**src/rtl/mdu_pkg.sv**
```systemverilog
// Shared definitions for the iterative multiply/divide unit: M-extension
// funct3 encodings, FSM state type and the CALC iteration count helper.
package mdu_pkg;

  localparam logic [2:0] MDU_MUL    = 3'b000;
  localparam logic [2:0] MDU_MULH   = 3'b001;
  localparam logic [2:0] MDU_MULHSU = 3'b010;
  localparam logic [2:0] MDU_MULHU  = 3'b011;
  localparam logic [2:0] MDU_DIV    = 3'b100;
  localparam logic [2:0] MDU_DIVU   = 3'b101;
  localparam logic [2:0] MDU_REM    = 3'b110;
  localparam logic [2:0] MDU_REMU   = 3'b111;

  typedef enum logic [1:0] {
    IDLE = 2'd0,
    CALC = 2'd1,
    DONE = 2'd2
  } state_t;

  // Number of CALC iterations for an operating width and unroll factor.
  function automatic int iter_count(input int width, input int unroll);
    return width / unroll;
  endfunction

endpackage

```
**src/rtl/mdu_step.sv**
```systemverilog
// One radix-2 iteration of the MDU datapath. Multiply consumes the MSB of
// the shift register and does shift-then-add into the accumulator; divide
// shifts the next dividend bit into the partial remainder (low half of the
// accumulator), compares against the divisor and shifts the quotient bit in.
module mdu_step
  import mdu_pkg::*;
#(
  parameter int XLEN = 64
) (
  input  logic              is_div,
  input  logic [2*XLEN-1:0] acc,
  input  logic [XLEN-1:0]   sreg,
  input  logic [XLEN-1:0]   opd,
  output logic [2*XLEN-1:0] acc_next,
  output logic [XLEN-1:0]   sreg_next
);

  logic [XLEN:0]     trial;
  logic [XLEN-1:0]   diff;
  logic              fits;
  logic [2*XLEN-1:0] opd_wide;

  // Single add-shift or compare-subtract-shift step.
  always_comb begin
    trial     = {acc[XLEN-1:0], sreg[XLEN-1]};
    fits      = (trial >= {1'b0, opd});
    // When the divisor fits the difference is below opd, so XLEN bits suffice.
    diff      = trial[XLEN-1:0] - opd;
    opd_wide  = {{XLEN{1'b0}}, opd};
    acc_next  = '0;
    sreg_next = '0;
    if (is_div) begin
      acc_next  = {{XLEN{1'b0}}, (fits ? diff : trial[XLEN-1:0])};
      sreg_next = {sreg[XLEN-2:0], fits};
    end else begin
      acc_next  = (acc << 1) + (sreg[XLEN-1] ? opd_wide : '0);
      sreg_next = {sreg[XLEN-2:0], 1'b0};
    end
  end

endmodule

```
**src/rtl/mdu.sv**
```systemverilog
// Iterative M-extension multiply/divide unit. Operands are converted to
// magnitudes on accept, left-aligned in a shift register so word and full
// width ops share one MSB-first datapath, iterated UNROLL bits per cycle,
// and sign-corrected on the transition into DONE.
module mdu
  import mdu_pkg::*;
#(
  parameter int XLEN   = 64,
  parameter int UNROLL = 1
) (
  input  logic            clk,
  input  logic            rst,
  input  logic            in_valid,
  output logic            in_ready,
  input  logic [2:0]      in_funct3,
  input  logic            in_word,
  input  logic [XLEN-1:0] in_rs1,
  input  logic [XLEN-1:0] in_rs2,
  input  logic            flush,
  output logic            out_valid,
  input  logic            out_ready,
  output logic [XLEN-1:0] out_data
);

  localparam int N_FULL = iter_count(XLEN, UNROLL);
  localparam int N_WORD = iter_count(32, UNROLL);
  localparam int CW     = $clog2(N_FULL) + 1;
  localparam logic [XLEN-1:0] MIN_FULL = {1'b1, {(XLEN-1){1'b0}}};
  localparam logic [XLEN-1:0] MIN_WORD = {{(XLEN-31){1'b1}}, {31{1'b0}}};

  state_t state, state_n;

  logic [CW-1:0]     cnt;
  logic [2*XLEN-1:0] acc;
  logic [XLEN-1:0]   sreg;
  logic [XLEN-1:0]   opd;
  logic              is_div;
  logic              is_rem;
  logic              hi_sel;
  logic              word_r;
  logic              neg_res;

  logic              word_op;
  logic [2:0]        funct;
  logic              sgn_a, sgn_b;
  logic              a_neg, b_neg;
  logic [XLEN-1:0]   a_ext, b_ext, a_mag, b_mag;
  logic              div_zero, div_ovf, special;
  logic [XLEN-1:0]   special_raw, special_res;
  logic              accept;

  logic [2*XLEN-1:0] prod;
  logic [XLEN-1:0]   div_mag, div_signed, calc_raw, calc_res;

  logic [2*XLEN-1:0] step_acc;
  logic [XLEN-1:0]   step_sreg;

  // Request decode: operand extension, magnitudes and special-case results.
  always_comb begin
    word_op = (XLEN > 32) && in_word;
    // Word multiplies other than MULW are not decoded upstream; run them as MULW.
    funct   = (word_op && !in_funct3[2]) ? MDU_MUL : in_funct3;
    sgn_a   = (funct == MDU_MUL) || (funct == MDU_MULH) || (funct == MDU_MULHSU) ||
              (funct == MDU_DIV) || (funct == MDU_REM);
    sgn_b   = (funct == MDU_MUL) || (funct == MDU_MULH) ||
              (funct == MDU_DIV) || (funct == MDU_REM);
    a_ext   = in_rs1;
    b_ext   = in_rs2;
    if (word_op) begin
      a_ext = sgn_a ? XLEN'($signed(in_rs1[31:0])) : XLEN'(in_rs1[31:0]);
      b_ext = sgn_b ? XLEN'($signed(in_rs2[31:0])) : XLEN'(in_rs2[31:0]);
    end
    a_neg    = sgn_a && a_ext[XLEN-1];
    b_neg    = sgn_b && b_ext[XLEN-1];
    a_mag    = a_neg ? -a_ext : a_ext;
    b_mag    = b_neg ? -b_ext : b_ext;
    div_zero = funct[2] && (b_ext == '0);
    div_ovf  = funct[2] && !funct[0] && (b_ext == '1) &&
               (a_ext == (word_op ? MIN_WORD : MIN_FULL));
    special  = div_zero || div_ovf;
    if (div_zero) begin
      special_raw = funct[1] ? a_ext : '1;
    end else begin
      special_raw = funct[1] ? '0 : a_ext;
    end
    special_res = word_op ? XLEN'($signed(special_raw[31:0])) : special_raw;
  end

  // Sign fix-up and result selection from the finished accumulator.
  always_comb begin
    prod       = neg_res ? -acc : acc;
    div_mag    = is_rem ? acc[XLEN-1:0] : sreg;
    div_signed = neg_res ? -div_mag : div_mag;
    if (is_div) begin
      calc_raw = div_signed;
    end else begin
      calc_raw = hi_sel ? prod[2*XLEN-1:XLEN] : prod[XLEN-1:0];
    end
    calc_res = word_r ? XLEN'($signed(calc_raw[31:0])) : calc_raw;
  end

  for (genvar k = 0; k < UNROLL; k++) begin : g_step
    logic [2*XLEN-1:0] acc_cur, acc_nxt;
    logic [XLEN-1:0]   sreg_cur, sreg_nxt;
    if (k == 0) begin : g_first
      assign acc_cur  = acc;
      assign sreg_cur = sreg;
    end else begin : g_chain
      assign acc_cur  = g_step[k-1].acc_nxt;
      assign sreg_cur = g_step[k-1].sreg_nxt;
    end
    mdu_step #(.XLEN(XLEN)) u_step (
      .is_div    (is_div),
      .acc       (acc_cur),
      .sreg      (sreg_cur),
      .opd       (opd),
      .acc_next  (acc_nxt),
      .sreg_next (sreg_nxt)
    );
  end

  assign step_acc  = g_step[UNROLL-1].acc_nxt;
  assign step_sreg = g_step[UNROLL-1].sreg_nxt;

  assign accept = in_valid && (state == IDLE) && !flush;

  // State register.
  always_ff @(posedge clk or posedge rst) begin
    if (rst) begin
      state <= IDLE;
    end else begin
      state <= state_n;
    end
  end

  // Next-state logic; flush wins over everything, including a pending accept.
  always_comb begin
    state_n  = state;
    in_ready = (state == IDLE);
    if (flush) begin
      state_n = IDLE;
    end else begin
      case (state)
        IDLE:    if (in_valid) state_n = special ? DONE : CALC;
        CALC:    if (cnt == '0) state_n = DONE;
        DONE:    if (out_ready) state_n = IDLE;
        default: state_n = IDLE;
      endcase
    end
  end

  // Operand capture, iteration, and registered result/valid.
  always_ff @(posedge clk or posedge rst) begin
    if (rst) begin
      cnt       <= '0;
      acc       <= '0;
      sreg      <= '0;
      opd       <= '0;
      is_div    <= 1'b0;
      is_rem    <= 1'b0;
      hi_sel    <= 1'b0;
      word_r    <= 1'b0;
      neg_res   <= 1'b0;
      out_valid <= 1'b0;
      out_data  <= '0;
    end else begin
      out_valid <= (state_n == DONE);
      if (accept) begin
        is_div  <= funct[2];
        is_rem  <= funct[2] && funct[1];
        hi_sel  <= !funct[2] && (funct != MDU_MUL);
        word_r  <= word_op;
        neg_res <= (funct[2] && funct[1]) ? a_neg : (a_neg ^ b_neg);
        acc     <= '0;
        cnt     <= word_op ? CW'(N_WORD) : CW'(N_FULL);
        // Word operands sit in the top 32 bits so the step always reads the MSB.
        if (funct[2]) begin
          sreg <= word_op ? (a_mag << (XLEN - 32)) : a_mag;
          opd  <= b_mag;
        end else begin
          sreg <= word_op ? (b_mag << (XLEN - 32)) : b_mag;
          opd  <= a_mag;
        end
        if (special) begin
          out_data <= special_res;
        end
      end else if ((state == CALC) && !flush) begin
        if (cnt != '0) begin
          acc  <= step_acc;
          sreg <= step_sreg;
          cnt  <= cnt - CW'(1);
        end else begin
          out_data <= calc_res;
        end
      end
    end
  end

endmodule

```
**config.mk**
```make
export PLATFORM = sky130hd
export DESIGN_NAME = mdu
export DESIGN_NICKNAME = d
export VERILOG_FILES = /design/src/rtl/mdu_pkg.sv /design/src/rtl/mdu_step.sv /design/src/rtl/mdu.sv
export SDC_FILE = /design/constraint.sdc
export NUM_CORES = 2
export LEC_CHECK = 0
export ABC_AREA = 1
export CAP_MARGIN = 20
export CORE_MARGIN = 5
export CORE_UTILIZATION = 25
export DETAILED_ROUTE_END_ITERATION = 8
export GPL_TIMING_DRIVEN = 0
export HOLD_SLACK_MARGIN = 0.05
export PLACE_DENSITY_LB_ADDON = 0.15
export SETUP_SLACK_MARGIN = 0.05
export SLEW_MARGIN = 40
export SYNTH_ARGS = -nofsm -noshare
export SYNTH_HDL_FRONTEND = slang
export SYNTH_SLANG_ARGS = --single-unit
export TNS_END_PERCENT = 30
```
**constraint.sdc**
```tcl
create_clock -name clk -period 12.1 [get_ports clk]
set_input_delay 2.42 -clock clk [delete_from_list [all_inputs] [get_ports clk]]
set_output_delay 2.42 -clock clk [all_outputs]
set_load 0.05 [all_outputs]
```
==> key figures <==
Run status
  – Status: completed

STA
  – Final hold vios: 0
  – Tmin final: 6.32 ns
  – Tcrit/Tclk final: 52.2%
  – RSZ-0062 raised after global routing: no
  – Setup-failing EPs final: 0
  – Final Max Tran Viols: 0
  – Clock Skew: 0.0309 ns
  – Slew headroom: 33.7%
  – Worst hold margin: 0.477 ns
  – Fmax: 158 MHz
  – Worst Setup Slack, final: 5.78 ns
  – Worst Max-Slew Pin Slew: 0.995 ns
  – Setup TNS: 0 ns

Yosys
  – Most frequent cell after synthesis: nand2_1
  – Top cells by count, synth: nand2_1, nor2_1, inv_1
  – Post-Synth XOR/XNOR Area: 3.05%
  – Number of synthesized flops with an enable pin: 0
  – Post-Synthesis Cells: 8273
  – Asr flop ratio synth: 100%
  – Top_reg_cell synth: dfrtp_1
  – Largest family of logic cells by synthesized area: simple AND/OR/NAND/NOR gates
  – Yosys top cell area share: 21.5%
  – Yosys cell types: 52
  – Compound-Gate Fraction of Synth Area: 16.6%
  – Synth Area per Inst: 5.39 um2
  – Syn_nets: 8547
  – Yosys reg bits: 335
  – Synth area leaders: nand2_1, dfrtp_1, nor2_1
  – Yosys top cell by area: nand2_1
  – Yosys warns: 0
  – Register area share after synthesis: 18.8%
  – Synth Area in Adders: 3.88%
  – Post-synthesis mux area share: 0.0674%
  – Synth Cell Area: 44600 um2
  – Synth Area in Simple Gates: 45.7%

Critical path
  – CP Data Required Time: 12.74 ns
  – Critical path class: input port to flop
  – Critical path cell sequence: clkdlybuf4s50_1 -> inv_2 -> buf_4 -> buf_2 -> nand2_1 -> nand3_1 -> nor3_1 -> nand2_1 -> nor2_1 -> nand3_1 -> buf_2 -> buf_2 -> nand2_1 -> nand3_1 -> nand3_1 -> nor2_1 -> nor2_1
  – Top delay family on crit path: simple AND/OR/NAND/NOR gates
  – Arr. time, crit path: 6.96 ns
  – CP most frequent cell: nand3_1
  – Crit path capture type: flop
  – Startpoint class of the critical path: input port
  – Slowest-stage cell, CP: nor3_1
  – Worst-path fanout max: 10
  – Largest stage delay on the critical path: 0.64 ns
  – Buf/Inv on CP: 6

Floorplan
  – Die area: 187000 um2
  – # rows: 155
  – Starting Density: 25.1%
  – CORE AREA: 178000 um2
  – Die Wd: 432 um
  – Io pins: 203
  – Die Y-Extent: 432 um

Placed design
  – DP HPWL: 324 mm
  – Gpl congestion: 1.06
  – Port Buffers: 200
  – DP Area: 50000 um2
  – Pre-CTS WS: 5.10 ns
  – Placed Instances: 10836

Drt
  – Vias post-DR: 60862
  – TritonRoute pass-1 iters: 6
  – ANT nets after route: 0
  – WL/cell: 34.6 um
  – Remaining DRCs: 0
  – DRT iter0 DRCs: 7865
  – Post-Route WL: 379 mm
  – Via-to-Cell Ratio: 5.57

Power and ir drop
  – PwrDens: 279 nW/um2
  – Total power: 14.5 mW
  – Max VDD drop: 178 uV
  – Leak: 24.7 nW

GRT
  – Total track usage: 39.0%
  – Initial antenna violation count: 20
  – GRT Max-Usage Layer: met2
  – Met2 Track Usage GR: 59.9%
  – Vias in the first global route: 56996
  – GRT overflow: 0
  – GR Util met1: 50.8%
  – Global routing usage on met3: 7.26%
  – Largest net degree at the start of global routing: 71
  – Global-route wire length before repair: 499 mm

Cells and area
  – Number of fill cells: 20825
  – Final Cell Area: 51700 um2
  – Multi-input gate area: 31100 um2
  – Share of layout cells above drive strength 1: 3.86%
  – Final #Nets: 8806
  – FF/Latch Area: 8400 um2
  – Non-Filler Instances: 10936
  – Fin util: 29.1%
  – Layout area overhead: 16.1%

Clock network
  – Clk_lat worst skew: 0.71 ns
  – Sink Count: 335
  – Cts repair resizes: 0
  – H-Tree Level Count: 2
  – Clock-pin slew on the worst setup and hold paths: 0.06 ns
  – Clock Tree Root: clkbuf_16
  – Setup repair bufs after CTS: 0
  – CTS buffer count: 48
  – Cts hold-fix bufs: 0
  – CTS Buffer Depth: 3
  – CTS tree: yes

Min path
  – Min-Delay Path Class: flop to flop

Run
  – Max-cap violations: 0
worst min-delay path: stages, from the launching register on:
cell     delay, ns
dfrtp_1       0.34
nand2_1       0.05
nand2_1       0.06
registers in the layout (all words and copies together) (netlist names):
name and flops:
out_valid 1, out_data 64, hi_sel 1, g_step.sreg_cur 64, is_rem 1, state 2, acc 128, cnt 7
neg_res 1, word_r 1, is_div 1, opd 64
per-layer routing:
layer	share of wire (%)	routed length, um
met3	7.9	29800
met4	7.5	28300
met5	0.014	53
met2	43	161000
met1	42	159000
placed cells by master (no fill, tap or decap), drive strengths merged, types with 110 or more instances in the layout:
master,instances
nand2,2556
nor2,1229
inv,1056
nand3,839
o21ai,614
a21oi,432
dfrtp,335
clkbuf,251
clkdlybuf4s50,200
xor2,136
ha,135
buf,125
nand4,110
cells by family after synthesis:
logic type      after synthesis
compound gates             1335
buf+inv                    1366
simple gates               4942
xor+xnor                    155
mux                           3
flops                       335
fa+ha+maj                   137
layout make-up:
class                      count  area share [%]
antenna                        9          0.0435
timing repair buffer         209            4.28
buffer                       304            2.68
tap                         2355            5.69
inverter                    1062            7.73
multi-input combinational   6572            60.0
sequential                   335            16.2
clock inverter                27           0.750
clock buffer                  63            2.57
path summary, 6_finish.rpt:
path | slack, ns | from | to | cells past startpoint
max | 5.78 | in_word | out_data[59] | 17
min | 0.48 | out_data[6] | out_data[6] | 2
max reg2reg | 6.50 | g_step[0].sreg_cur[63] | acc[55] | 20
min reg2reg | 0.48 | out_data[6] | out_data[6] | 2
max in group asynchronous | 8.58 | rst | opd[56] | 5
min in group asynchronous | 2.10 | rst | acc[16] | 2
report_power, final:
part / internal [mW] / switching, mW / total (mW)
clock: 0.932 / 0.682 / 1.61
combinational: 2.43 / 7.92 / 10.4
sequential: 1.49 / 0.992 / 2.49
Note: power is estimated with default switching activity, not from simulation.
